--- config.mk ---
export PLATFORM = sky130hd
export DESIGN_NAME = multi_project_mux
export DESIGN_NICKNAME = d
export VERILOG_FILES = /design/src/rtl/multi_project_mux.sv
export SDC_FILE = /design/constraint.sdc
export NUM_CORES = 1
export LEC_CHECK = 0
export ABC_AREA = 1
export CORE_AREA = 8 8 257 259
export CTS_BUF_LIST = sky130_fd_sc_hd__clkbuf_4 sky130_fd_sc_hd__clkbuf_8
export DETAILED_ROUTE_END_ITERATION = 10
export DIE_AREA = 0 0 265 267
export PLACE_DENSITY = 0.44
export SLEW_MARGIN = 20
export SYNTH_ARGS = -nofsm -noshare
export SYNTH_HDL_FRONTEND = slang
export SYNTH_SLANG_ARGS = --single-unit
--- constraint.sdc ---
create_clock -name wb_clk_i -period 2.3 [get_ports wb_clk_i]
set_input_delay 0.345 -clock wb_clk_i [delete_from_list [all_inputs] [get_ports wb_clk_i]]
set_output_delay 0.345 -clock wb_clk_i [all_outputs]
set_load 0.03 [all_outputs]
--- src/rtl/multi_project_mux.sv ---
// Wishbone-controlled pad multiplexer: selects one of NUM_PROJECTS user designs onto the shared IO pads,
// with a guard interval (pads safe, all projects in reset) on every enable or project switch.
module multi_project_mux #(
  parameter logic [31:0] ADDR_BASE    = 32'h3000_0000,
  parameter int unsigned NUM_PROJECTS = 4,
  parameter int unsigned PADS         = 38,
  parameter int unsigned GUARD_CYCLES = 16
) (
  input  logic                         wb_clk_i,
  input  logic                         wb_rst_i,
  input  logic                         wbs_stb_i,
  input  logic                         wbs_cyc_i,
  input  logic                         wbs_we_i,
  input  logic [3:0]                   wbs_sel_i,
  input  logic [31:0]                  wbs_dat_i,
  input  logic [31:0]                  wbs_adr_i,
  output logic                         wbs_ack_o,
  output logic [31:0]                  wbs_dat_o,
  input  logic [PADS-1:0]              io_in,
  output logic [PADS-1:0]              io_out,
  output logic [PADS-1:0]              io_oeb,
  output logic [NUM_PROJECTS*PADS-1:0] proj_in,
  input  logic [NUM_PROJECTS*PADS-1:0] proj_out,
  input  logic [NUM_PROJECTS*PADS-1:0] proj_oeb,
  output logic [NUM_PROJECTS-1:0]      proj_rst
);

  localparam logic [1:0] ST_IDLE  = 2'd0;
  localparam logic [1:0] ST_GUARD = 2'd1;
  localparam logic [1:0] ST_RUN   = 2'd2;

  logic [1:0]              state_q, state_d;
  logic [7:0]              cnt_q, cnt_d;
  logic                    en_q, en_d;
  logic [7:0]              sel_q, sel_d;
  logic                    err_q, err_d;
  logic [7:0]              guard_q, guard_d;
  logic                    ack_q;
  logic [31:0]             rdata_q, rdata_d;
  logic [NUM_PROJECTS-1:0] proj_rst_q, proj_rst_d;

  logic       valid, hit, accept, wr;
  logic [1:0] reg_idx;
  logic       en_w;
  logic [7:0] sel_w;
  logic       sel_bad;
  logic       unused_bits;

  assign valid   = wbs_cyc_i & wbs_stb_i;
  assign hit     = (wbs_adr_i[31:4] == ADDR_BASE[31:4]);
  // ack_q gates acceptance so a held strobe produces alternating acks
  assign accept  = valid & hit & ~ack_q;
  assign wr      = accept & wbs_we_i;
  assign reg_idx = wbs_adr_i[3:2];
  assign en_w    = wbs_sel_i[0] ? wbs_dat_i[0] : en_q;
  assign sel_w   = wbs_sel_i[1] ? wbs_dat_i[15:8] : sel_q;
  assign sel_bad = (32'(sel_w) >= NUM_PROJECTS);

  assign unused_bits = ^{wbs_adr_i[1:0], wbs_sel_i[3:2], wbs_dat_i[31:16]};

  always_comb begin
    en_d    = en_q;
    sel_d   = sel_q;
    err_d   = err_q;
    guard_d = guard_q;
    if (wr) begin
      case (reg_idx)
        2'd0: begin
          if (sel_bad) begin
            err_d = 1'b1;
          end else begin
            en_d  = en_w;
            sel_d = sel_w;
          end
        end
        2'd1: if (wbs_sel_i[0] && wbs_dat_i[0]) err_d = 1'b0;
        2'd2: if (wbs_sel_i[0]) guard_d = wbs_dat_i[7:0];
        default: ;
      endcase
    end
  end

  // Transitions are driven by the CTRL value change, so an identical rewrite is a no-op
  always_comb begin
    state_d = state_q;
    cnt_d   = cnt_q;
    if (en_q && !en_d) begin
      state_d = ST_IDLE;
      cnt_d   = '0;
    end else if (en_d && (!en_q || (sel_d != sel_q))) begin
      state_d = ST_GUARD;
      cnt_d   = guard_q;
    end else if (state_q == ST_GUARD) begin
      if (cnt_q == '0) begin
        state_d = ST_RUN;
      end else begin
        cnt_d = cnt_q - 8'd1;
      end
    end
  end

  always_comb begin
    rdata_d = '0;
    if (accept && !wbs_we_i) begin
      case (reg_idx)
        2'd0: rdata_d = {16'b0, sel_q, 7'b0, en_q};
        2'd1: rdata_d = {29'b0, err_q, (state_q == ST_GUARD), (state_q == ST_RUN)};
        2'd2: rdata_d = {24'b0, guard_q};
        default: ;
      endcase
    end
  end

  // Reset outputs are registered from the next state so they align with the pad switch
  always_comb begin
    for (int unsigned p = 0; p < NUM_PROJECTS; p++) begin
      proj_rst_d[p] = !((state_d == ST_RUN) && (sel_d == 8'(p)));
    end
  end

  always_ff @(posedge wb_clk_i) begin
    if (wb_rst_i) begin
      state_q    <= ST_IDLE;
      cnt_q      <= '0;
      en_q       <= 1'b0;
      sel_q      <= '0;
      err_q      <= 1'b0;
      guard_q    <= 8'(GUARD_CYCLES);
      ack_q      <= 1'b0;
      rdata_q    <= '0;
      proj_rst_q <= '1;
    end else begin
      state_q    <= state_d;
      cnt_q      <= cnt_d;
      en_q       <= en_d;
      sel_q      <= sel_d;
      err_q      <= err_d;
      guard_q    <= guard_d;
      ack_q      <= accept;
      rdata_q    <= rdata_d;
      proj_rst_q <= proj_rst_d;
    end
  end

  assign wbs_ack_o = ack_q;
  assign wbs_dat_o = ack_q ? rdata_q : '0;
  assign proj_rst  = proj_rst_q;
  assign proj_in   = {NUM_PROJECTS{io_in}};

  always_comb begin
    io_out = '0;
    io_oeb = '1;
    if (state_q == ST_RUN) begin
      for (int unsigned p = 0; p < NUM_PROJECTS; p++) begin
        if (sel_q == 8'(p)) begin
          io_out = proj_out[p*PADS +: PADS];
          io_oeb = proj_oeb[p*PADS +: PADS];
        end
      end
    end
  end

endmodule

# --- After elaboration in Yosys (flattened, before gate mapping) ---
# Index checks and enable logic that the tools add are counted.
word_totals:
  out_inout_bits: 265
  ff_bits: 65
classes:
  addsub: 1
  reduce_logical: 27
  magnitude_cmp: 1
  n_eq_ne: 16
  n_bitwise: 6
  mux: 30
op_table:
  columns: ["op", "count"]
  rows:
  - ["2-to-1 mux 38 bit", 10]
  - ["2-to-1 mux 8 bit", 7]
  - ["case mux 16 bit (3 select lines)", 1]
  - ["equality test 8 x 2 -> 1 bit (second input constant)", 4]
  - ["2-to-1 mux 32 bit", 1]
  - ["equality test 28 x 26 -> 1 bit (second input constant)", 1]
  - ["logical NOT 8 bit", 3]
  - ["equality test 8 x 1 -> 1 bit (second input constant)", 2]
  - ["greater-or-equal comparator 8 x 3 -> 1 bit (second input constant)", 1]
  - ["logical AND 1 bit", 8]
  - ["2-to-1 mux 2 bit", 4]
  - ["!= test 8 bit", 1]
  - ["subtractor 8 x 1 -> 8 bit (second input constant)", 1]
  - ["logical NOT 1 bit", 7]
  - ["equality test 2 bit (second input constant)", 3]
  - ["2-to-1 mux 1 bit", 6]
  - ["!= test 2 bit (second input constant)", 3]
  - ["AND 1 bit", 4]
  - ["equality test 2 x 1 -> 1 bit (second input constant)", 2]
  - ["AND reduction 4 bit", 1]
  - ["nonzero test 2 bit", 2]
  - ["OR reduction 2 bit", 2]
  - ["AND reduction 3 bit", 1]
  - ["logical NOT 2 bit", 1]
  - ["4 further kinds", 5]

# --- Longest topological paths before layout ---
# Gate-level depths: netlist (run 1).
logic_depth:
  depth_word: 13
  mapped_depth: 17

# --- Least setup slack after synthesis (run 1) ---
# Ideal clock, no wire load.
synth_path:
  path_kind: "register to output"
  startpoint: "register sel_q[4]"
  endpoint: "output io_oeb[14]"
  setup_slack_ns: -0.082
  t_arrival_ns: 2.037
  path_stages_with_launch: 9
  t_required_ns: 1.955
  cell_sequence: "dfxtp_1 > nor2_1 > nand2_1 > inv_1 > nand4_1 > clkbuf_1 > clkbuf_1 > o21ai_0 > o21ai_0"
synth_via:
  elab_chain_len: 6
  word_cells_on_any_way: 9
  cone_classes: "eq/ne (3); mux (5); reduce/logical (1)"
synth_lines:
  columns: ["item", "line_no", "text"]
  rows:
  - ["start: declaration", "35", "logic [7:0] sel_q, sel_d;"]
  - ["start signal: assignment", "136", "sel_q <= sel_d;"]
  - ["logical NOT 8 bit", "155", "if (sel_q == 8'(p)) begin"]
  - ["2-to-1 mux 38 bit (3 in a row)", "155", null]
  - ["2-to-1 mux 38 bit *", "155", null]
  - ["2-to-1 mux 38 bit *", "153", "if (state_q == ST_RUN) begin"]
  - ["end: declaration", "21", "output logic [PADS-1:0] io_oeb,"]
# Every way passes the cells marked *; elsewhere a longest branch is shown, timed or not.

# --- Final worst setup path (run 1) ---
layout_path:
  startpoint: "register sel_q[5]"
  endpoint: "output io_oeb[29]"
# The elaborated chain is that of the path after synthesis.

==> results of run 1 <==
==> routing by layer <==
metal / GRT usage / share of wire / up-vias / routed length, um
met5: 0 / 0.0011 / - / 52
met4: 0.0299 / 0.027 / 8 / 1260
met3: 0.0395 / 0.081 / 77 / 3820
met2: 0.226 / 0.52 / 390 / 24600
met1: 0.133 / 0.37 / 3812 / 17400
li1: - / - / 3982 / -
==> placed cells by master (no fill, tap or decap), types with 39 or more instances in the layout <==
cell type                           n
sky130_fd_sc_hd__a21oi_2           41
sky130_fd_sc_hd__buf_4             81
sky130_fd_sc_hd__buf_6             87
sky130_fd_sc_hd__clkdlybuf4s50_1  377
sky130_fd_sc_hd__dfxtp_1           41
sky130_fd_sc_hd__inv_1             94
sky130_fd_sc_hd__nand2_1          163
sky130_fd_sc_hd__nor2_1            58
sky130_fd_sc_hd__o21ai_1           39
sky130_fd_sc_hd__o21ai_2           47
==> worst min-delay path: cells and delay by family, from the launching register on <==
family	cells	cell delay [ns]
DFF	1	0.34
AOI/OAI and AO/OA	1	0.06
and+or+nand+nor	1	0.05
==> kinds of logic after synthesis <==
group | count (synthesis) | share of synthesized area
buffers and inverters | 328 | 0.317
AOI/OAI and AO/OA | 235 | 0.234
other | 1 | 0.000632
and+or+nand+nor | 375 | 0.272
DFF | 49 | 0.165
adders and majority gates | 2 | 0.00422
xor gates and xnor gates | 5 | 0.00738
==> state kept, by name (all words and copies together), names as in the netlist <==
name	count
rdata_q	16
proj_rst	4
guard_q	8
state_q	2
wbs_ack_o	1
cnt_q	8
err_q	1
en_q	1
sel_q	8
==> final cells by class <==
type                    instances  area share
flip-flops and latches         49      0.0704
repair buffers                621       0.494
clock inverters                 3     0.00460
multi-input cells             634       0.319
clock buffers                   5     0.00487
inverters                     107      0.0325
diodes                         15     0.00265
well taps                     799      0.0707
repair inverters                1     0.00115
==> how the worst min path moves through the flow <==
stage	start	end
final	guard_q[4]	guard_q[4]
after global routing	guard_q[4]	guard_q[4]
after CTS	guard_q[4]	guard_q[4]
after detailed placement	guard_q[4]	guard_q[4]
after global placement	guard_q[4]	guard_q[4]
after floorplan	wb_rst_i	wbs_ack_o
==> power breakdown <==
| part | internal (W) | total (W) | leakage, nW | switching (W) |
|---|---|---|---|---|
| clock | 0.000432 | 0.000729 | 0.0682 | 0.000297 |
| sequential | 0.000845 | 0.000845 | 0.399 | 0.0000000000000718 |
| combinational | 0.000666 | 0.00100 | 5.18 | 0.000337 |
| total | 0.00194 | 0.00258 | 5.65 | 0.000635 |
==> timing repair <==
| action | 4_1_cts | 5_1_grt |
|---|---|---|
| gates resized for setup | 467 | 161 |
| endpoints found under the setup margin | 77 | 90 |
| cloned | 13 | 8 |
| setup buffers | 50 | 23 |
| pin swaps | 74 | 84 |
| hold buffers | 0 | 0 |
| hold endpoints to repair | 0 | 0 |
==> per-stage QoR <==
step	utilization	setup TNS, ns	hold slack [ns]	area (um2)
2_1_floorplan	-	0	0.429	6100
3_3_place_gp	0.179	-15.36	0.458	11100
3_5_place_dp	0.179	-18.60	0.463	11100
4_1_cts	0.212	-14.20	0.485	13200
5_1_grt	0.227	-20.36	0.517	14100
6_report	0.228	-11.97	0.484	14100
==> flow_results.xml, run 1 <==
<?xml version="1.0" encoding="UTF-8"?>
<metrics>
  <group name="power_and_ir_drop">
    <metric name="ir_worst_vdd" unit="mV">0.203</metric>
    <metric name="power_density" unit="nW/um2">182</metric>
    <metric name="totalPowerFinal" unit="W">0.00258</metric>
    <metric name="leakage" unit="nW">5.65</metric>
  </group>
  <group name="cts">
    <metric name="tritoncts.num_buffers" unit="">5</metric>
    <metric name="clock_transition_at_path_regs" unit="ns">0.09</metric>
    <metric name="cts-root-to-sink-buffers" unit="">2</metric>
    <metric name="ctsHtreeMaxLevel" unit="">2</metric>
    <metric name="cts_tree" unit="">built</metric>
    <metric name="tritoncts_num_sinks" unit="">49</metric>
    <metric name="clkLatencyLatePin" unit="ns">0.31</metric>
    <metric name="clock_tree.root_cell" unit="">sky130_fd_sc_hd__clkbuf_8</metric>
  </group>
  <group name="worst_setup_path">
    <metric name="critPathCaptureType" unit="">output pin</metric>
    <metric name="critical_path.reg2reg.endpoint" unit="">cnt_q[3]</metric>
    <metric name="timing.critical_path.mode_cell" unit="">sky130_fd_sc_hd__nor2_4</metric>
    <metric name="cpMaxStageDelayCell" unit="">sky130_fd_sc_hd__dfxtp_2</metric>
    <metric name="crit_path_cell_trace" unit="">nor2_4, nand2_4, nor2_4, nand3_4, buf_12, buf_8, o221ai_2, buf_4, a21oi_2, a211o_1, buf_6</metric>
    <metric name="worst_r2r_startpoint" unit="">sel_q[5]</metric>
    <metric name="worst-path-buf-inv" unit="">4</metric>
    <metric name="critPathKind" unit="">reg2out</metric>
    <metric name="ff2ff_setup_slack" unit="ns">-0.02</metric>
    <metric name="rr_worst_depth" unit="">19</metric>
    <metric name="critPathMaxStageDelay" unit="ns">0.34</metric>
    <metric name="cp_data_arrival_time" unit="ns">2.21</metric>
    <metric name="cp_max_fo" unit="">7</metric>
    <metric name="startpoint" unit="">sel_q[5]</metric>
    <metric name="timing.critical_path.to" unit="">io_oeb[29]</metric>
    <metric name="worstSetupStartpointType" unit="">flop</metric>
    <metric name="critPathRequiredTime" unit="ns">1.96</metric>
    <metric name="cpLargestDelayFamily" unit="">buffers and inverters</metric>
    <metric name="worst-path-stages" unit="">11</metric>
  </group>
  <group name="placement">
    <metric name="io_buffer_count" unit="">453</metric>
    <metric name="gp_congestion" unit="">0.837</metric>
    <metric name="dpl.hpwl" unit="mm">36.6</metric>
    <metric name="place_worst_setup_slack" unit="ns">-0.579</metric>
    <metric name="place_inst" unit="">2130</metric>
  </group>
  <group name="logic_synthesis">
    <metric name="ys_async_sr_fraction" unit="">0</metric>
    <metric name="synth_top_area_cell" unit="">sky130_fd_sc_hd__buf_4</metric>
    <metric name="synth_seq_area_share" unit="">0.165</metric>
    <metric name="synth_top_flop_cell" unit="">sky130_fd_sc_hd__dfxtp_1</metric>
    <metric name="synthTopCellsByArea" unit="">sky130_fd_sc_hd__buf_4 21%, sky130_fd_sc_hd__dfxtp_1 17%, sky130_fd_sc_hd__nand2_1 13%</metric>
    <metric name="synth_largest_type_area_fraction" unit="">0.212</metric>
    <metric name="synth_cells" unit="">995</metric>
    <metric name="synth_enable_flop_cells" unit="">0</metric>
    <metric name="netlist_top_cells_count" unit="">205 x sky130_fd_sc_hd__nand2_1, 168 x sky130_fd_sc_hd__buf_4, 105 x sky130_fd_sc_hd__o21ai_0</metric>
    <metric name="most_frequent_cell_after_synthesis" unit="">sky130_fd_sc_hd__nand2_1</metric>
    <metric name="syn_area" unit="um2">5940</metric>
    <metric name="yosys_warnings" unit="">0</metric>
    <metric name="ys_ff_latch" unit="">49</metric>
    <metric name="synth.lib_cells_used.distinct" unit="">34</metric>
    <metric name="synth.avg_cell_area" unit="um2">5.97</metric>
  </group>
  <group name="routing">
    <metric name="route.detailed.wl_per_inst" unit="um">21.1</metric>
    <metric name="detail_route.wirelength" unit="mm">47.1</metric>
    <metric name="drc" unit="">0</metric>
    <metric name="drt_pre_antenna_iters" unit="">4</metric>
    <metric name="drt_iter0_drc" unit="">282</metric>
    <metric name="dr_total_vias" unit="">8269</metric>
    <metric name="avgViaCountPerCell" unit="">3.70</metric>
    <metric name="drtAntennaViolNets" unit="">0</metric>
  </group>
  <group name="cells_and_area">
    <metric name="syn2layout_area_growth" unit="%">138</metric>
    <metric name="finalNonFillerCells" unit="">2234</metric>
    <metric name="register_area" unit="um2">996</metric>
    <metric name="layout.filler_cells" unit="">6897</metric>
    <metric name="final_nets" unit="">1836</metric>
    <metric name="multiInputGateArea" unit="um2">4520</metric>
    <metric name="layout-drive-gt1-share" unit="">0.363</metric>
  </group>
  <group name="grt">
    <metric name="grt_util_all_layers" unit="">0.122</metric>
    <metric name="global_route.overflow_total" unit="">0</metric>
    <metric name="grt_start_max_net_pins" unit="">33</metric>
    <metric name="grt_pass1_vias" unit="">8746</metric>
    <metric name="grt_antenna_before_repair" unit="">20</metric>
    <metric name="grt_pass1_wl" unit="mm">62.9</metric>
  </group>
  <group name="timing">
    <metric name="final_max_slew_viol_count" unit="">0</metric>
    <metric name="largest_clock_skew_in_the_final_design" unit="ns">0.00664</metric>
    <metric name="fmax" unit="MHz">392</metric>
    <metric name="timing.final.crit_period" unit="ns">2.55</metric>
    <metric name="worst_relative_slew_slack" unit="">0.432</metric>
    <metric name="final-hold-violation-count" unit="">0</metric>
    <metric name="final-setup-viol-count" unit="">79</metric>
    <metric name="final_critical_path_share_of_the_clock_period" unit="">1.11</metric>
    <metric name="rsz0062_at_grt" unit="">true</metric>
    <metric name="tightestPinTransition" unit="ns">0.851</metric>
    <metric name="post-route-worst-setup-slack" unit="ns">-0.253</metric>
  </group>
  <group name="hold_path">
    <metric name="holdPathStages" unit="">2</metric>
    <metric name="hold_path_class" unit="">reg2reg</metric>
  </group>
  <group name="outcome">
    <metric name="status" unit="">finished with violations</metric>
    <metric name="failing_checks" unit="">setup timing</metric>
  </group>
  <group name="job">
    <metric name="timing.max_cap.violations" unit="">0</metric>
  </group>
  <group name="floorplanning">
    <metric name="floorplan.initialDensity" unit="">0.0955</metric>
    <metric name="design.die.area" unit="um2">70800</metric>
    <metric name="floorplan.rows" unit="">92</metric>
    <metric name="num_io_pins" unit="">680</metric>
    <metric name="die_h" unit="um">267</metric>
    <metric name="core_region_area" unit="um2">62200</metric>
    <metric name="horizontal_die_dimension" unit="um">265</metric>
  </group>
</metrics>
Power figures use the tool's default switching activity.
==> run 2: changes to the inputs <==
REMOVE_ABC_BUFFERS = 1   (was unset)
==> run 2 against run 1 <==
Effect of this change: clock skew increased by 0.0013 ns; combinational power shrank 8%; largest power group unchanged; first-iteration DRC count up 48%; via count rose by 1.5%; critical endpoint is now io_out[26]; wire length is 0.37% lower; non-clock buffer count shrank 30; total power down 6.7%; setup slack worse by 0.025 ns; die area did not move; the run still ends with setup timing left.
==> flow_results.xml, run 2 (synthesized netlist as in run 1, its figures left out) <==
<?xml version="1.0" encoding="UTF-8"?>
<metrics>
  <group name="outcome">
    <metric name="failing_checks" unit="">setup timing</metric>
    <metric name="status" unit="">finished with violations</metric>
  </group>
  <group name="routing">
    <metric name="detail_route.wirelength" unit="mm">46.9</metric>
    <metric name="dr_total_vias" unit="">8396</metric>
    <metric name="drt_iter0_drc" unit="">418</metric>
    <metric name="drt_pre_antenna_iters" unit="">5</metric>
    <metric name="avgViaCountPerCell" unit="">3.84</metric>
    <metric name="drtAntennaViolNets" unit="">0</metric>
    <metric name="drc" unit="">0</metric>
    <metric name="route.detailed.wl_per_inst" unit="um">21.4</metric>
  </group>
  <group name="power_and_ir_drop">
    <metric name="combinationalPowerShare" unit="">0.384</metric>
    <metric name="switching_share" unit="">0.244</metric>
    <metric name="power_density" unit="nW/um2">188</metric>
    <metric name="ir_worst_vdd" unit="mV">0.358</metric>
    <metric name="power_frac_clock" unit="">0.264</metric>
    <metric name="switchingPower" unit="W">0.000587</metric>
    <metric name="leakage" unit="nW">5.16</metric>
    <metric name="p_int" unit="W">0.00182</metric>
    <metric name="pwr-share-seq" unit="">0.351</metric>
  </group>
  <group name="cts">
    <metric name="ctsHtreeMaxLevel" unit="">2</metric>
    <metric name="cts_hold_buffers" unit="">0</metric>
    <metric name="cts_tree" unit="">built</metric>
    <metric name="clock_tree.root_cell" unit="">sky130_fd_sc_hd__clkbuf_8</metric>
    <metric name="clkLatencyLatePin" unit="ns">0.30</metric>
    <metric name="cts-root-to-sink-buffers" unit="">2</metric>
    <metric name="tritoncts_num_sinks" unit="">49</metric>
    <metric name="clock_transition_at_path_regs" unit="ns">0.10</metric>
    <metric name="tritoncts.num_buffers" unit="">5</metric>
  </group>
  <group name="grt">
    <metric name="grt_start_max_net_pins" unit="">42</metric>
    <metric name="grt_pass1_wl" unit="mm">64.1</metric>
    <metric name="grt_pass1_vias" unit="">8675</metric>
    <metric name="grt_antenna_before_repair" unit="">6</metric>
    <metric name="grt_util_all_layers" unit="">0.121</metric>
    <metric name="global_route.overflow_total" unit="">0</metric>
  </group>
  <group name="cells_and_area">
    <metric name="final_nets" unit="">1804</metric>
    <metric name="register_area" unit="um2">998</metric>
    <metric name="mostFrequentLayoutCells" unit="">377 x sky130_fd_sc_hd__clkdlybuf4s50_1, 180 x sky130_fd_sc_hd__nand2_1, 115 x sky130_fd_sc_hd__buf_4, 96 x sky130_fd_sc_hd__inv_1, 58 x sky130_fd_sc_hd__o21ai_1</metric>
    <metric name="multiInputGateArea" unit="um2">3910</metric>
    <metric name="syn2layout_area_growth" unit="%">115</metric>
    <metric name="layout.cells.most_common" unit="">sky130_fd_sc_hd__clkdlybuf4s50_1</metric>
    <metric name="layout.filler_cells" unit="">6981</metric>
    <metric name="largest-register" unit="">rdata_q</metric>
    <metric name="largest_register_ffs" unit="">16</metric>
    <metric name="final_design_area_no_fill" unit="um2">12800</metric>
    <metric name="layout-drive-gt1-share" unit="">0.290</metric>
  </group>
  <group name="floorplanning">
    <metric name="floorplan.rows" unit="">92</metric>
    <metric name="design.die.area" unit="um2">70800</metric>
    <metric name="core_region_area" unit="um2">62200</metric>
    <metric name="floorplan.initialDensity" unit="">0.0955</metric>
    <metric name="die_h" unit="um">267</metric>
    <metric name="horizontal_die_dimension" unit="um">265</metric>
    <metric name="num_io_pins" unit="">680</metric>
  </group>
  <group name="placement">
    <metric name="placed_cell_area" unit="um2">11000</metric>
    <metric name="gp_congestion" unit="">0.911</metric>
    <metric name="io_buffer_count" unit="">453</metric>
    <metric name="dpl.hpwl" unit="mm">37.8</metric>
  </group>
  <group name="worst_setup_path">
    <metric name="rr_worst_depth" unit="">18</metric>
    <metric name="worstSetupStartpointType" unit="">flop</metric>
    <metric name="cp_data_arrival_time" unit="ns">2.23</metric>
    <metric name="critPathKind" unit="">reg2out</metric>
    <metric name="critPathRequiredTime" unit="ns">1.96</metric>
    <metric name="cp_max_fo" unit="">8</metric>
    <metric name="critPathCaptureType" unit="">output pin</metric>
  </group>
  <group name="timing">
    <metric name="final-setup-viol-count" unit="">75</metric>
    <metric name="final_max_slew_viol_count" unit="">0</metric>
    <metric name="fin_hold_ws" unit="ns">0.476</metric>
    <metric name="largest_clock_skew_in_the_final_design" unit="ns">0.00792</metric>
    <metric name="setup_total_negative_slack" unit="ns">-12.67</metric>
    <metric name="fmax" unit="MHz">388</metric>
    <metric name="final_critical_path_share_of_the_clock_period" unit="">1.12</metric>
    <metric name="rsz0062_at_grt" unit="">true</metric>
    <metric name="post-route-worst-setup-slack" unit="ns">-0.278</metric>
    <metric name="timing.final.crit_period" unit="ns">2.58</metric>
    <metric name="final-hold-violation-count" unit="">0</metric>
  </group>
  <group name="job">
    <metric name="timing.max_cap.violations" unit="">0</metric>
  </group>
  <group name="hold_path">
    <metric name="hold_path_class" unit="">reg2reg</metric>
    <metric name="holdPathStages" unit="">2</metric>
  </group>
</metrics>
-- run 2: cell types whose count changed in the layout (fill, tap and decap cells not counted), moves of 17 or more --
cell / delta
sky130_fd_sc_hd__a21oi_1: +18
sky130_fd_sc_hd__buf_6: -50
sky130_fd_sc_hd__o21ai_2: -21
sky130_fd_sc_hd__o21ai_1: +19
sky130_fd_sc_hd__buf_4: +34
sky130_fd_sc_hd__nand2_1: +17
-- run 2: worst paths after layout --
path / startpoint / endpoint / slack, ns
max: sel_q[4] / io_out[26] / -0.28
max reg2reg: sel_q[6] / cnt_q[5] / 0.01
min: err_q / rdata_q[2] / 0.48
min reg2reg: err_q / rdata_q[2] / 0.48
-- run 2: final cells by class --
| class | count | share of cell area |
|---|---|---|
| multi-input combinational | 633 | 0.306 |
| antenna | 2 | 0.000392 |
| inverter | 107 | 0.0328 |
| tap | 799 | 0.0782 |
| sequential | 49 | 0.0781 |
| clock inverter | 2 | 0.00304 |
| clock buffer | 6 | 0.00597 |
| timing repair buffer | 591 | 0.495 |
-- run 2: power groups by stage --
stage / Sequential (W) / Combinational [W] / Clock [W]
5_1_grt: 0.000844 / 0.000986 / 0.000687
6_report: 0.000844 / 0.000924 / 0.000636
4_1_cts: 0.000845 / 0.000895 / 0.000659
3_3_place_gp: 0.000867 / 0.000842 / 0
2_1_floorplan: 0.000867 / 0.000154 / 0
3_5_place_dp: 0.000867 / 0.000846 / 0
-- run 2: repair_timing --
action                                  in CTS  in global routing
buffers inserted                            32                 15
pin swaps                                   61                 71
hold endpoints to repair                     0                  0
gates resized for setup                    258                109
endpoints found under the setup margin      76                 89
cloned                                       9                  2
-- run 2: through the flow --
step                total power (W)  setup WS [ns]   util  std cells
floorplan                   0.00102          -1.61      -        789
detailed placement          0.00171         -0.251  0.177       2130
global route                0.00252         -0.406  0.206       2188
CTS                         0.00240         -0.385  0.199       2177
global placement            0.00171         -0.238  0.177       2130
finish                      0.00240         -0.278  0.206       2189
-- run 2: routing by layer --
metal / share of wire / vias to the layer above / track usage
met3: 0.12 / 34 / 0.0571
met2: 0.45 / 493 / 0.192
met5: 0.0025 / - / 0.0139
met4: 0.0092 / 10 / 0.0113
li1: - / 3890 / -
met1: 0.43 / 3969 / 0.153
-- run 2: critical path: stages, from the launching register on --
cell	delay [ns]
sky130_fd_sc_hd__dfxtp_2	0.36
sky130_fd_sc_hd__nor2_4	0.05
sky130_fd_sc_hd__nand2_4	0.10
sky130_fd_sc_hd__nor2_4	0.04
sky130_fd_sc_hd__nand3_2	0.08
sky130_fd_sc_hd__buf_12	0.12
sky130_fd_sc_hd__clkinvlp_4	0.19
sky130_fd_sc_hd__buf_12	0.21
sky130_fd_sc_hd__buf_8	0.13
sky130_fd_sc_hd__buf_4	0.14
sky130_fd_sc_hd__a221oi_2	0.23
sky130_fd_sc_hd__nor2_2	0.09
sky130_fd_sc_hd__buf_12	0.15
==> patch, RTL diff (settings of run 2) <==
`PADS`: 38 -> 19.
--- a/src/rtl/multi_project_mux.sv
+++ b/src/rtl/multi_project_mux.sv
@@ -3,7 +3,7 @@
 module multi_project_mux #(
   parameter logic [31:0] ADDR_BASE    = 32'h3000_0000,
   parameter int unsigned NUM_PROJECTS = 4,
-  parameter int unsigned PADS         = 38,
+  parameter int unsigned PADS         = 19,
   parameter int unsigned GUARD_CYCLES = 16
 ) (
   input  logic                         wb_clk_i,
Interface: changed (6 resized); port bits go from 680 to 395. The function was not compared with the original's and may differ.
==> patch against run 2 <==
  * The run still ends with negative setup slack left
  * Power fell by 17%
  * Routed wire length is 49% lower
  * Area after synthesis down 28%
  * Worst hold slack improved by 0.011 ns
  * Sequential share of layout area rose by 3.7 points
  * Cell area decreased by 32%
  * Synthesized cell count is 33% lower
  * Count of clock-buffer cells in the layout increased by 1
  * Worst setup slack gained 0.10 ns
  * Final cell count is 21% lower
  * Sequential cell count stayed put
  * Largest cell class unchanged
==> patch: results (changes against run 2) <==
Outcome
  • Status: finished with violations (unchanged)
  • Failing checks: negative setup slack (unchanged)

Timing
  • Final hold slack: 0.487 ns (was 0.476 ns)
  • Final setup fails: 34 (was 75)
  • Post-route worst setup slack: -0.174 ns (was -0.278 ns)
  • Skew final: 0.0127 ns (was 0.00792 ns)

Synthesis
  • Cell variety after synth: 39 (was 34)
  • Post-synth top cells: nand2_1, inv_1, buf_4 (was nand2_1, buf_4, o21ai_0)
  • Ranking of synthesized cells by area: dfxtp_1, buf_4, nand2_1 (was buf_4, dfxtp_1, nand2_1)
  • Mean Syn Cell Area: 6.37 um2 (was 5.97 um2)
  • Register area share after synthesis: 0.230 (was 0.165)

Placed design
  • Dpl ws: -0.416 ns (was -0.251 ns)
  • DP HPWL: 20.3 mm (was 37.8 mm)
  • Placer Congestion: 0.831 (was 0.911)
  • Post-DP Area: 7770 um2 (was 11000 um2)
  • Port Buf Inserts: 263 (was 453)

Drt
  • Met3 wire length: 3.09 mm (was 5.43 mm)
  • Final Routed Wirelength: 23.8 mm (was 46.9 mm)
  • Metal2 WL: 10.2 mm (was 20.9 mm)
  • Via count of the routed design: 5282 (was 8396)
  • Iter 0 DRT Violations: 212 (was 418)
  • WL met1: 10.0 mm (was 20.0 mm)

Global route
  • Global routing usage on met2: 0.0999 (was 0.192)
  • Grt met3 use: 0.0361 (was 0.0571)
  • Met1 Track Usage GR: 0.0749 (was 0.153)

Power
  • Combinational power share: 0.278 (was 0.384)
  • P_sw: 503 uW (was 587 uW)

Cells and area
  • Final nets: 1177 (was 1804)
  • Layout cells sized above 1: 0.285 (was 0.290)
  • Synth-to-layout area growth: 103% (was 115%)
  • Clock-cell share: 0.0122 (was 0.00901)
  • Data buffer area share: 0.404 (was 0.495)
  • Clkbuf count: 7 (was 6)

Worst setup path
  • Worst R2R Setup Slack: 0.14 ns (was 0.01 ns)
  • Reg2Reg Capture Point: cnt_q[4] (was cnt_q[5])
  • R2r worst-path depth: 16 (was 18)
  • Max FO, Critical Path: 6 (was 8)
  • Arr. time, crit path: 2.13 ns (was 2.23 ns)

Min path
  • Hold path start: sel_q[6] (was err_q)

CTS
  • Post-CTS Repair Setup Buffers: 15 (was 32)
patch: cell count changes in the layout (fill, tap and decap cells not counted), moves of 8 or more:
cell,before,now
buf_4,115,98
nand3_1,33,14
a21oi_1,27,18
o21ai_0,19,11
a21oi_2,27,5
o21ai_1,58,19
o211ai_1,11,19
nand3_2,22,1
clkdlybuf4s50_1,377,216
buf_12,47,9
nand2_1,180,87
o21ai_2,26,15
patch: cell families after synthesis:
kind of cell             count (synthesis)  synth area share
flip-flops                              49             0.230
buffers and inverters                  230             0.287
XOR/XNOR                                 5            0.0103
AND/OR/NAND/NOR                        240             0.260
AO/OA/AOI/OAI                          142             0.206
other                                    1          0.000880
adder cells (fa/ha/maj)                  2           0.00587
patch: worst max path at each step:
stage                   from          to  slack, ns
global route        sel_q[5]  io_out[13]      -0.31
floorplan           sel_q[0]  io_oeb[10]      -1.23
detailed placement  sel_q[0]  io_oeb[11]      -0.42
global placement    sel_q[0]   io_oeb[8]      -0.36
finish              sel_q[3]  io_oeb[18]      -0.17
CTS                 sel_q[7]  io_oeb[18]      -0.23
patch: power groups by stage:
stage	clock network [uW]	logic (uW)	registers [uW]
floorplan	0	107	867
global placement	0	505	867
detailed placement	0	510	867
CTS	626	535	846
global route	659	594	847
finish	590	554	846
patch: worst reg2reg max path: stages, from the launching register on:
cell	delay [ns]
dfxtp_2	0.35
nor2_4	0.15
buf_4	0.13
buf_4	0.09
buf_4	0.09
nand3_2	0.09
nand2_2	0.11
buf_4	0.12
nand3_4	0.09
nor2_8	0.13
nand3_1	0.12
nand2_4	0.14
inv_2	0.05
nand2_1	0.09
nand2_2	0.10
buf_4	0.16
a21oi_1	0.11
